$ cat config.mk
export PLATFORM = sky130hd
export DESIGN_NAME = prog_uart_loader
export DESIGN_NICKNAME = d
export VERILOG_FILES = /design/src/rtl/prog_uart_loader.sv
export SDC_FILE = /design/constraint.sdc
export NUM_CORES = 1
export LEC_CHECK = 0
export CAP_MARGIN = 25
export CORE_MARGIN = 4
export CORE_UTILIZATION = 52
export DETAILED_ROUTE_END_ITERATION = 10
export HOLD_SLACK_MARGIN = 0.1
export PLACE_DENSITY = 0.73
export SYNTH_ARGS = -nofsm -noshare
export SYNTH_HDL_FRONTEND = slang
export SYNTH_SLANG_ARGS = --single-unit
$ cat constraint.sdc
create_clock -name clk_i -period 2.7 [get_ports clk_i]
set_input_delay 0.27 -clock clk_i [delete_from_list [all_inputs] [get_ports clk_i]]
set_output_delay 0.27 -clock clk_i [all_outputs]
set_load 0.02 [all_outputs]
$ cat src/rtl/prog_uart_loader.sv
// Boot loader: UART magic-word hunt, length-prefixed image streamed to memory.
// Optional PROG_CHECKSUM_EN adds a trailing wrapping-sum word check (state CSUM).
module prog_uart_loader #(
    parameter int unsigned BAUD_DIV    = 868,
    parameter logic [31:0] PROG_MAGIC  = 32'h50524F47,
    parameter logic [31:0] BASE_ADDR   = 32'h4000_0000,
    parameter logic [31:0] MAX_WORDS   = 32'd32768,
    parameter logic [31:0] TIMEOUT_CYC = 32'd10_000_000
) (
    input  logic        clk_i,
    input  logic        rst_ni,
    input  logic        prog_rx_i,
    output logic        prog_mode_o,
    output logic        core_rst_no,
    output logic        mem_valid_o,
    input  logic        mem_ready_i,
    output logic [31:0] mem_addr_o,
    output logic [31:0] mem_wdata_o,
    output logic        load_err_o
);
    localparam int BW = $clog2(BAUD_DIV);
    localparam logic [BW-1:0] BAUD_LAST = BW'(BAUD_DIV - 1);
    localparam logic [BW-1:0] BAUD_HALF = BW'(BAUD_DIV / 2);

    typedef enum logic [2:0] {
        S_IDLE, S_LEN, S_DATA, S_DONE, S_CSUM
    } state_t;

`ifdef PROG_CHECKSUM_EN
    localparam state_t AFTER_DATA = S_CSUM;
`else
    localparam state_t AFTER_DATA = S_DONE;
`endif

    logic          r_rx_s1, r_rx_s2, r_rx_d;
    logic          r_busy;
    logic [BW-1:0] r_baud;
    logic [3:0]    r_bit;
    logic [7:0]    r_rx_sh;
    logic          r_stb, r_ferr;

    state_t        r_state, w_next;
    logic [31:0]   r_sr;
    logic [1:0]    r_bcnt;
    logic [31:0]   r_to;
    logic [31:0]   r_rem;
    logic          r_mem_valid;
    logic [31:0]   r_mem_addr, r_mem_wdata;
    logic          r_err, r_hold, r_run;

    logic          w_fall, w_word_done, w_magic, w_hs;
    logic          w_active, w_timeout, w_len_ok, w_overrun;
    logic          w_csum_bad;
    logic [31:0]   w_sr_nxt;

    assign w_fall      = r_rx_d & ~r_rx_s2;
    assign w_sr_nxt    = {r_rx_sh, r_sr[31:8]};
    assign w_word_done = r_stb & (r_bcnt == 2'd3);
    assign w_magic     = r_stb & (r_state == S_IDLE) & (w_sr_nxt == PROG_MAGIC);
    assign w_hs        = r_mem_valid & mem_ready_i;
    assign w_active    = (r_state == S_LEN) | (r_state == S_DATA) | (r_state == S_CSUM);
    assign w_timeout   = w_active & ~r_stb & ~r_mem_valid
                       & (r_to == TIMEOUT_CYC - 32'd1);
    assign w_len_ok    = (w_sr_nxt != 32'd0) & (w_sr_nxt <= MAX_WORDS);
    assign w_overrun   = (r_state == S_DATA) & w_word_done & r_mem_valid;

`ifdef PROG_CHECKSUM_EN
    logic [31:0] r_csum;
    assign w_csum_bad = (r_state == S_CSUM) & w_word_done & (w_sr_nxt != r_csum);
    always_ff @(posedge clk_i or negedge rst_ni) begin
        if (!rst_ni) begin
            r_csum <= 32'd0;
        end else if (r_state == S_LEN) begin
            r_csum <= 32'd0;
        end else if (r_state == S_DATA && w_word_done && !r_mem_valid) begin
            r_csum <= r_csum + w_sr_nxt;
        end
    end
`else
    assign w_csum_bad = 1'b0;
`endif

    // 2-FF synchronizer, then a mid-bit sampling 8N1 receiver
    always_ff @(posedge clk_i or negedge rst_ni) begin
        if (!rst_ni) begin
            r_rx_s1 <= 1'b1;
            r_rx_s2 <= 1'b1;
            r_rx_d  <= 1'b1;
            r_busy  <= 1'b0;
            r_baud  <= '0;
            r_bit   <= 4'd0;
            r_rx_sh <= 8'd0;
            r_stb   <= 1'b0;
            r_ferr  <= 1'b0;
        end else begin
            r_rx_s1 <= prog_rx_i;
            r_rx_s2 <= r_rx_s1;
            r_rx_d  <= r_rx_s2;
            r_stb   <= 1'b0;
            r_ferr  <= 1'b0;
            if (!r_busy) begin
                if (w_fall) begin
                    r_busy <= 1'b1;
                    r_baud <= '0;
                    r_bit  <= 4'd0;
                end
            end else begin
                if (r_baud == BAUD_LAST) begin
                    r_baud <= '0;
                    r_bit  <= r_bit + 4'd1;
                end else begin
                    r_baud <= r_baud + 1'b1;
                end
                if (r_baud == BAUD_HALF) begin
                    if (r_bit == 4'd0) begin
                        if (r_rx_s2) r_busy <= 1'b0;
                    end else if (r_bit == 4'd9) begin
                        r_busy <= 1'b0;
                        r_stb  <= r_rx_s2;
                        r_ferr <= ~r_rx_s2;
                    end else begin
                        r_rx_sh <= {r_rx_s2, r_rx_sh[7:1]};
                    end
                end
            end
        end
    end

    always_ff @(posedge clk_i or negedge rst_ni) begin
        if (!rst_ni) r_state <= S_IDLE;
        else         r_state <= w_next;
    end

    always_comb begin
        w_next = r_state;
        unique case (r_state)
            S_IDLE: if (w_magic) w_next = S_LEN;
            S_LEN: begin
                if (w_timeout) w_next = S_IDLE;
                else if (w_word_done) begin
                    if (w_sr_nxt == 32'd0)       w_next = AFTER_DATA;
                    else if (w_sr_nxt > MAX_WORDS) w_next = S_IDLE;
                    else                          w_next = S_DATA;
                end
            end
            S_DATA: begin
                if (w_timeout) w_next = S_IDLE;
                else if (w_hs && r_rem == 32'd1) w_next = AFTER_DATA;
            end
            S_CSUM: begin
                if (w_timeout) w_next = S_IDLE;
                else if (w_word_done) w_next = w_csum_bad ? S_IDLE : S_DONE;
            end
            S_DONE:  w_next = S_IDLE;
            default: w_next = S_IDLE;
        endcase
    end

    always_comb begin
        prog_mode_o = w_active | r_hold;
        core_rst_no = r_run & ~(w_active | r_hold);
        mem_valid_o = r_mem_valid;
        mem_addr_o  = r_mem_addr;
        mem_wdata_o = r_mem_wdata;
        load_err_o  = r_err;
    end

    always_ff @(posedge clk_i or negedge rst_ni) begin
        if (!rst_ni) begin
            r_sr        <= 32'd0;
            r_bcnt      <= 2'd0;
            r_to        <= 32'd0;
            r_rem       <= 32'd0;
            r_mem_valid <= 1'b0;
            r_mem_addr  <= 32'd0;
            r_mem_wdata <= 32'd0;
            r_err       <= 1'b0;
            r_hold      <= 1'b0;
            r_run       <= 1'b0;
        end else begin
            r_run <= 1'b1;
            if (r_stb) r_sr <= w_sr_nxt;
            if (w_next != r_state) r_bcnt <= 2'd0;
            else if (r_stb)        r_bcnt <= r_bcnt + 2'd1;
            if (!w_active || r_stb || r_mem_valid || w_next != r_state)
                r_to <= 32'd0;
            else
                r_to <= r_to + 32'd1;
            if (r_state == S_LEN && w_word_done && w_len_ok) begin
                r_mem_addr <= BASE_ADDR;
                r_rem      <= w_sr_nxt;
            end
            if (w_hs) begin
                r_mem_valid <= 1'b0;
                r_mem_addr  <= r_mem_addr + 32'd4;
                r_rem       <= r_rem - 32'd1;
            end
            if (r_state == S_DATA && w_word_done && !r_mem_valid) begin
                r_mem_valid <= 1'b1;
                r_mem_wdata <= w_sr_nxt;
            end
            if (w_magic) begin
                r_err  <= 1'b0;
                r_hold <= 1'b0;
            end else begin
                if ((r_ferr && r_state != S_IDLE) || w_overrun || w_timeout
                    || w_csum_bad
                    || (r_state == S_LEN && w_word_done && w_sr_nxt > MAX_WORDS))
                    r_err <= 1'b1;
                if (w_csum_bad) r_hold <= 1'b1;
            end
        end
    end
endmodule

# Word-level counts from Yosys, hierarchy flattened
# Index checks and enable logic that the tools add are counted.
[totals]
regBits = 196
latchBits = 0
mem_bits_rw = 0
rom_bits = 0
inputBits = 4
out_inout_bits = 68
elab_cells = 127
n_memories = 0
[classes]
n_addsub = 6
multipliers = 0
div_mod_pow = 0
order_cmp = 2
n_eq_ne = 12
n_shift = 0
muxes = 41
bitwise = 20
reduce_logical = 27
[ops]
columns = ["cell", "count"]
rows = [
  ["$mux 32", 5],
  ["$add 32x1->32 const B", 1],
  ["$add 32x3->32 const B", 1],
  ["$eq 32x1->1 const B", 1],
  ["$eq 32x24->1 const B", 1],
  ["$eq 32x31->1 const B", 1],
  ["$gt 32x16->1 const B", 1],
  ["$le 32x16->1 const B", 1],
  ["$logic_not 32->1", 1],
  ["$reduce_bool 32->1", 1],
  ["$sub 32x1->32 const B", 1],
  ["$mux 10", 3],
  ["$mux 3", 7],
  ["$mux 1", 18],
  ["$and 1x1->1", 12],
  ["$mux 4", 3],
  ["$pmux 3 s4", 1],
  ["$add 10x1->10 const B", 1],
  ["$eq 10x10->1 const B", 1],
  ["$eq 10x9->1 const B", 1],
  ["$reduce_bool 2->1", 5],
  ["$mux 2", 4],
  ["$logic_and 1x1->1", 7],
  ["$logic_or 1x1->1", 6],
  ["other kinds (17)", 24],
]

# Depth between registers and ports, before layout
# Gate-level depths: netlist of run 1.
[logic_depth]
ltp_word = 11
mapped_depth = 10
ltp_nobuf = 8

# Least setup slack after synthesis of run 1
# Ideal clock, no wire load.
[synth_path]
path_type = "register to register"
from = "register r_sr[17]"
to = "register r_mem_addr[27] (netlist: mem_addr_o[27])"
setup_time_ps = 132
arrival_time_ps = 2294
required_ps = 2568
path_slack_ps = 274
path_stages_with_launch = 9
path_buffers = 2
synth_period_minus_slack_ps = 2426
cell_sequence = "dfrtp_1 > or4_1 > nor4_2 > xnor2_1 > nand3_2 > buf_4 > buf_4 > o211ai_1 > o31ai_1"
[synth_between]
elab_chain_cells = 4
word_cells_on_any_way = 5
cone_classes = "order compare: 1; bitwise: 1; reduce/logical: 3"
[synth_lines]
columns = ["element", "line", "source"]
rows = [
  ["from (decl)", "43", "logic [31:0] r_sr;"],
  ["from (signal assigned)", "182", "if (r_stb) r_sr <= w_sr_nxt;"],
  ["$le 32x16->1 / $reduce_bool 32->1 (equally long branches)", "64", "assign w_len_ok = (w_sr_nxt != 32'd0) & (w_sr_nxt <= MAX_WORDS);"],
  ["$and 1x1->1 (*)", "64", ""],
  ["$logic_and 1x1->1 (*)", "189", "if (r_state == S_LEN && w_word_done && w_len_ok) begin"],
  ["$reduce_bool 2->1 (no line) (*)", "--", ""],
  ["to (signal assigned)", "195", "r_mem_addr <= r_mem_addr + 32'd4;"],
  ["to (decl)", "48", "logic [31:0] r_mem_addr, r_mem_wdata;"],
]
# Every way passes the cells marked *; elsewhere a longest branch is shown, timed or not.
# A chain may end at the register's enable or synchronous reset.

# Final worst setup path of run 1
[layout_path]
from = "register r_sr[11]"
to = "register r_to[10]"
[layout_between]
elab_chain_cells = 9
word_cells_on_any_way = 13
cone_classes = "order compare: 1; eq/ne: 2; mux: 7; bitwise: 1; reduce/logical: 2"
[layout_lines]
columns = ["element", "line", "source"]
rows = [
  ["$gt 32x16->1", "142", "else if (w_sr_nxt > MAX_WORDS) w_next = S_IDLE;"],
  ["$mux 2", "142", ""],
  ["$mux 2", "141", "if (w_sr_nxt == 32'd0) w_next = AFTER_DATA;"],
  ["$mux 3", "140", "else if (w_word_done) begin"],
  ["$mux 3", "139", "if (w_timeout) w_next = S_IDLE;"],
  ["$pmux 3 s4 (*)", "136", "unique case (r_state)"],
  ["$ne 3x3->1 (*)", "185", "if (!w_active || r_stb || r_mem_valid || w_next != r_state)"],
  ["$logic_or 1x1->1 (*)", "185", ""],
  ["$mux 32 (*)", "185", ""],
  ["to (signal assigned)", "188", "r_to <= r_to + 32'd1;"],
  ["to (decl)", "45", "logic [31:0] r_to;"],
]
# Marks and branches as above.

==> results.yml, run 1 <==
global_routing:
  grt_pass1_wl_mm: 34.2
  busiest_layer: "met2"
  antenna_found_initial: 0
  track_usage: 0.210
  use_met3: 0.0428
  grt_max_degree: 73
  met2_usage: 0.325
  grtUsageMet1: 0.300
  grt_pass1_vias: 6846
  grt_overflow: 0
floorplan:
  design.core.area_um2: 16700
  die_area_um2: 19400
  die_x_um: 139
  rows: 47
  ios: 72
  initial_core_util: 0.536
  die_h_um: 139
power:
  combPwrFrac: 0.031
  p_switching_uw: 1240
  p_clk_frac: 0.451
  power_uw: 5580
  p_leak_uw: 0.00477
  power_density_nw_per_um2: 523
  pwr-share-seq: 0.519
  ir_worst_vdd_mv: 0.436
  intPower_uw: 4330
  p_sw_frac: 0.223
drt:
  wire_per_inst_um: 16.6
  ant_nets: 0
  wirelength_mm: 19.8
  drtIter0Drc: 510
  route.vias.total: 6966
  drc_errors: 0
  first_pass_iters: 5
  drt-vias-per-instance: 5.84
hold_path:
  worstHoldStart: "prog_rx_i"
  min_path_type: "primary input to register"
worst_setup_path:
  cpLargestDelayFamily: "simple AND/OR/NAND/NOR gates"
  r2r-start: "r_sr[11]"
  worst_path_largest_cell_delay_ns: 0.60
  path_max_fanout: 14
  cp_slowest_cell: "or4_1"
  startpoint: "r_sr[11]"
  critical_path_class: "register to register"
  crit_top_cell: "buf_4"
  critPathLaunchType: "register"
  worstPathArrival_ns: 2.89
  rrSetupSlack_ns: 0.12
  crit_required_ns: 3.02
  critPathBufInv: 2
  path_cells: "or4_1 > nor4_2 > buf_4 > a41oi_1 > nor2_1 > a21oi_2 > buf_4 > nor4_1"
  cp-end-kind: "register"
layout:
  nets: 974
  fillers: 1369
  regArea_um2: 4660
  n_antenna_cell: 0
  syn_to_final_growth_pct: 19.2
  multi_input_area_um2: 4050
  drive_gt1_frac: 0.156
placed_design:
  hpwl_mm: 13.4
  gp_congestion: 0.836
  numPortBuffers: 69
synthesis:
  ys_types: 66
  ys.flop_type: "dfrtp_1"
  syn_inst: 871
  yosys_warnings: 0
  synth-async-reset-ratio: 1.00
  syn_area_per_cell_um2: 10.3
  ys_top_cells_by_area: "dfrtp_1, mux2_2, o21ai_0"
  synth_area_um2: 8940
  synth_top_cell_by_area: "dfrtp_1"
  ys_ff_latch: 186
  synth_top_area_share: 0.512
  yosysSeqAreaShare: 0.521
  synth-edff-count: 0
clock_network:
  clk_pin_slew_ns: 0.07
  cts_buffers: 17
  htreeDepth: 4
  clk_latency_ns: 0.42
  cts_root_buffer: "clkbuf_16"
  tritoncts: "built"
  cts_sinks: 186
  clockBufferDepth: 2
timing:
  min_period_ns: 2.58
  drv_slew: 0
  tightest_slew_ns: 0.788
  fmax_ghz: 0.388
  slew_headroom: 0.475
  rsz0062_at_grt: "false"
  period_share: 0.954
  setup_tns_ns: 0
  skew_ns: 0.0123
  finalHoldViolations: 0
  setup_viol: 0
flow_run:
  max_cap_viol_count: 0
run_status:
  status: "complete, no violations"
## timing repair
item,CTS,global route
hold buffers,1,0
resized for setup,0,1
buffers inserted,0,0
endpoints found under the setup margin,0,18
endpoints found under the hold margin,70,0
## synth_stat cells (all sizes together) (7+ instances only)
library cell / number
buf: 12
mux2: 61
and2: 8
and3: 22
clkbuf: 28
a31oi: 10
ha: 10
xor2: 22
nor2: 82
or4: 7
nand2: 62
o31ai: 10
or3: 8
nand3: 60
and4: 7
nor3: 28
nor4: 27
a21oi: 21
xnor2: 15
nand4: 20
inv: 16
o21ai: 76
dfrtp: 183
## power groups by stage
stage	clock network, µW	registers (µW)	logic (µW)
detailed placement	0	2940	176
CTS	2550	2890	178
finish	2510	2890	172
floorplan	0	2930	89.6
global route	2670	2900	204
global placement	0	2940	171
## cell families after synthesis
group | after synthesis | synth area share
multiplexers | 65 | 0.0813
XOR/XNOR | 37 | 0.0362
adder cells (fa/ha/maj) | 10 | 0.0140
AND/OR/NAND/NOR | 354 | 0.206
buffers and inverters | 57 | 0.0284
other | 2 | 0.000840
AO/OA/AOI/OAI | 160 | 0.112
flip-flops | 186 | 0.521
## layer usage
metal | wire length, µm | part of all wire
met4 | 355 | 0.018
met3 | 815 | 0.041
met2 | 9230 | 0.47
met1 | 9390 | 0.47
met5 | 0 | 0
## through the flow
stage                     hold WS (ns)  setup slack (ns)  instances  area (µm²)  utilization
final                            0.242             0.125       1193       10700        0.638
after global routing             0.248           0.00153       1193       10700        0.638
after CTS                        0.233            0.0790       1193       10700        0.638
after detailed placement         0.324             0.119       1160       10000        0.602
after global placement           0.321             0.178       1160       10000        0.602
after floorplan                -0.0256             0.274        872        8950            -
## registers in the layout, summed over array words and instances, names as in the netlist, 3 cells and up
signal       flops
r_bit            4
r_rem           32
r_rx_sh          8
r_sr            24
mem_addr_o      30
mem_wdata_o     32
r_state          3
r_baud          10
r_to            32
## cell type report
class / count / area share
Sequential cell: 186 / 0.437
Multi-Input combinational cell: 629 / 0.380
Timing Repair Buffer: 109 / 0.0959
Clock buffer: 21 / 0.0432
Tap cell: 220 / 0.0258
Clock inverter: 11 / 0.0126
Inverter: 17 / 0.00599
## cells in the final DEF, fill, tap and decap left out, types with 10 or more instances in the layout
| cell type | Yosys | layout |
|---|---|---|
| a21oi_1 | 19 | 19 |
| a31oi_1 | 10 | 10 |
| and3_1 | 22 | 22 |
| buf_4 | 5 | 37 |
| clkbuf_16 | 0 | 17 |
| clkdlybuf4s50_1 | 0 | 68 |
| dfrtp_1 | 183 | 183 |
| ha_1 | 10 | 10 |
| inv_1 | 16 | 16 |
| mux2_2 | 61 | 61 |
| nand2_1 | 62 | 62 |
| nand3_1 | 59 | 59 |
| nand4_1 | 20 | 20 |
| nor2_1 | 82 | 82 |
| nor3_1 | 28 | 27 |
| nor4_1 | 23 | 23 |
| o21ai_0 | 76 | 76 |
| o31ai_1 | 10 | 10 |
| xnor2_1 | 15 | 14 |
| xor2_1 | 22 | 22 |
## final timing paths
path / endpoint / depth (start not counted)
min in group asynchronous: r_to[28] / 2
max reg2reg: r_to[10] / 8
max: r_to[10] / 8
min reg2reg: r_rx_s2 / 0
max in group asynchronous: r_rem[1] / 3
min: r_rx_s1 / 1
(Power assumes the default switching activity.)
==> run 2, diff against run 1 <==
--- a/config.mk
+++ b/config.mk
@@ -6,10 +6,12 @@
 export NUM_CORES = 1
 export LEC_CHECK = 0
 export CAP_MARGIN = 25
+export CORE_ASPECT_RATIO = 2
 export CORE_MARGIN = 4
 export CORE_UTILIZATION = 52
 export DETAILED_ROUTE_END_ITERATION = 10
-export HOLD_SLACK_MARGIN = 0.1
+export GPL_TIMING_DRIVEN = 0
+export HOLD_SLACK_MARGIN = 0.03
 export PLACE_DENSITY = 0.73
 export SYNTH_ARGS = -nofsm -noshare
 export SYNTH_HDL_FRONTEND = slang
==> results.yml, run 2 (synthesized netlist as in run 1, its figures left out) <==
run_status:
  status: "complete, no violations"
clock_network:
  htreeDepth: 4
  cts_sinks: 186
  clk_pin_slew_ns: 0.07
  clk_latency_ns: 0.44
  clockBufferDepth: 2
  tritoncts: "built"
  cts_root_buffer: "clkbuf_16"
  cts_buffers: 17
layout:
  finalNonFillerCells: 1184
  n_antenna_cell: 0
  syn_to_final_growth_pct: 18.6
  nets: 978
  final_util: 0.630
  final_cell_mix: "dfrtp_1, nor2_1, o21ai_0"
  final_common_cell: "dfrtp_1"
  drive_gt1_frac: 0.145
power:
  p_clk_frac: 0.442
  p_leak_uw: 0.00471
  combPwrFrac: 0.031
  intPower_uw: 4200
  power_uw: 5490
  ir_worst_vdd_mv: 0.418
  power_density_nw_per_um2: 518
  pwr-share-seq: 0.527
  p_sw_frac: 0.235
  p_switching_uw: 1290
floorplan:
  design.core.area_um2: 16800
  die_x_um: 101
  die_area_um2: 19500
  ios: 72
  rows: 67
  die_h_um: 193
  initial_core_util: 0.531
worst_setup_path:
  worstPathArrival_ns: 2.95
  path_max_fanout: 6
  cp-end-kind: "register"
  critical_path_class: "register to register"
  path_cells: "nor4_4 > nand2_1 > or4_1 > or3_1 > and3_1 > a211o_1"
  rrSetupSlack_ns: 0.07
  critPathBufInv: 0
  cpLargestDelayFamily: "simple AND/OR/NAND/NOR gates"
  crit_required_ns: 3.02
  r2r_cells: 6
  worst_r2r_endpoint: "r_rem[15]"
  cp_slowest_cell: "nor4_4"
  r2r-start: "r_rem[7]"
  worst_path_largest_cell_delay_ns: 0.53
  critPathLaunchType: "register"
drt:
  ant_nets: 0
  dr_wl_met2_mm: 12.6
  route.vias.total: 7159
  first_pass_iters: 5
  top_layer: "met4"
  drt-vias-per-instance: 6.05
  drc_errors: 0
  wirelength_mm: 22.1
  wl_met3_um: 771
  drtIter0Drc: 362
  wire_per_inst_um: 18.7
  met1Wirelength_mm: 8.02
timing:
  min_period_ns: 2.63
  tightest_slew_ns: 0.780
  setup_tns_ns: 0
  fmax_ghz: 0.380
  slew_headroom: 0.476
  setup_viol: 0
  finalHoldViolations: 0
  skew_ns: 0.00996
  drv_slew: 0
  period_share: 0.974
  rsz0062_at_grt: "false"
global_routing:
  track_usage: 0.237
  antenna_found_initial: 0
  grt_overflow: 0
  grt_pass1_vias: 7338
  grt_max_degree: 110
  grt_pass1_wl_mm: 36.9
hold_path:
  hold_end: "r_rx_s1"
  min_path_type: "primary input to register"
  hold_path_depth: 1
  worstHoldStart: "prog_rx_i"
placed_design:
  dp.cells: 1149
  numPortBuffers: 69
  hpwl_mm: 15.6
  gp_congestion: 0.872
flow_run:
  max_cap_viol_count: 0
## run 2: cell count changes in the layout (fill, tap and decap cells not counted), moves of 3 or more
cell	change
clkbuf_1	+21
buf_2	+5
clkbuf_2	+4
nor4_4	+3
buf_4	-29
clkinv_2	+4
## run 2: layout make-up
class                           count  area (µm²)
Fill cell                        1377        6240
Sequential cell                   186        4660
Multi-Input combinational cell    629        4110
Timing Repair Buffer               74         756
Clock buffer                       18         439
Tap cell                          207         259
Buffer                             39         191
Clock inverter                     14         124
Inverter                           17        63.8
## run 2: what timing repair did
item | CTS | global route
setup buffers | 1 | 2
hold endpoints to repair | 77 | 0
pin swaps | 0 | 2
gates cloned | 0 | 0
resized for setup | 9 | 13
hold buffers | 1 | 0
endpoints found under the setup margin | 72 | 30
## run 2: how the worst max path moves through the flow
stage                     slack [ns]  depth (start not counted)              to     start
after global placement         -6.42                          1  mem_addr_o[31]    rst_ni
after detailed placement       -0.16                          8  mem_addr_o[27]  r_sr[11]
final                           0.07                          6       r_rem[15]  r_rem[7]
after floorplan                 0.27                          8  mem_addr_o[27]  r_sr[17]
after global routing            0.02                          6       r_rem[15]  r_rem[7]
after CTS                       0.03                          8  mem_addr_o[27]  r_sr[11]
## run 2: layer usage
metal | vias up | track usage
met3 | 49 | 0.0360
met4 | 0 | 0.125
met5 | - | 0
li1 | 3365 | -
met2 | 179 | 0.429
met1 | 3566 | 0.258
## run 2: through the flow
stage / instance area [µm²] / hold slack [ns] / setup WS, ns
2_1_floorplan: 8950 / -0.0256 / 0.274
3_3_place_gp: 9900 / 0.346 / -6.42
3_5_place_dp: 9930 / 0.296 / -0.162
4_1_cts: 10600 / 0.225 / 0.0272
5_1_grt: 10600 / 0.256 / 0.0172
6_report: 10600 / 0.239 / 0.0696
## run 2: worst register-to-register path, delay by kind of cell, from the launching register on
kind | cells | cell delay [ns]
AOI/OAI and AO/OA | 1 | 0.22
DFF | 1 | 0.42
and+or+nand+nor | 5 | 1.87
## run 2: power groups by stage
| stage | clock network (µW) | logic (µW) | registers (µW) |
|---|---|---|---|
| 2_1_floorplan | 0 | 89.6 | 2930 |
| 3_3_place_gp | 0 | 162 | 2950 |
| 3_5_place_dp | 0 | 177 | 2950 |
| 4_1_cts | 2470 | 177 | 2890 |
| 5_1_grt | 2570 | 202 | 2900 |
| 6_report | 2430 | 170 | 2890 |
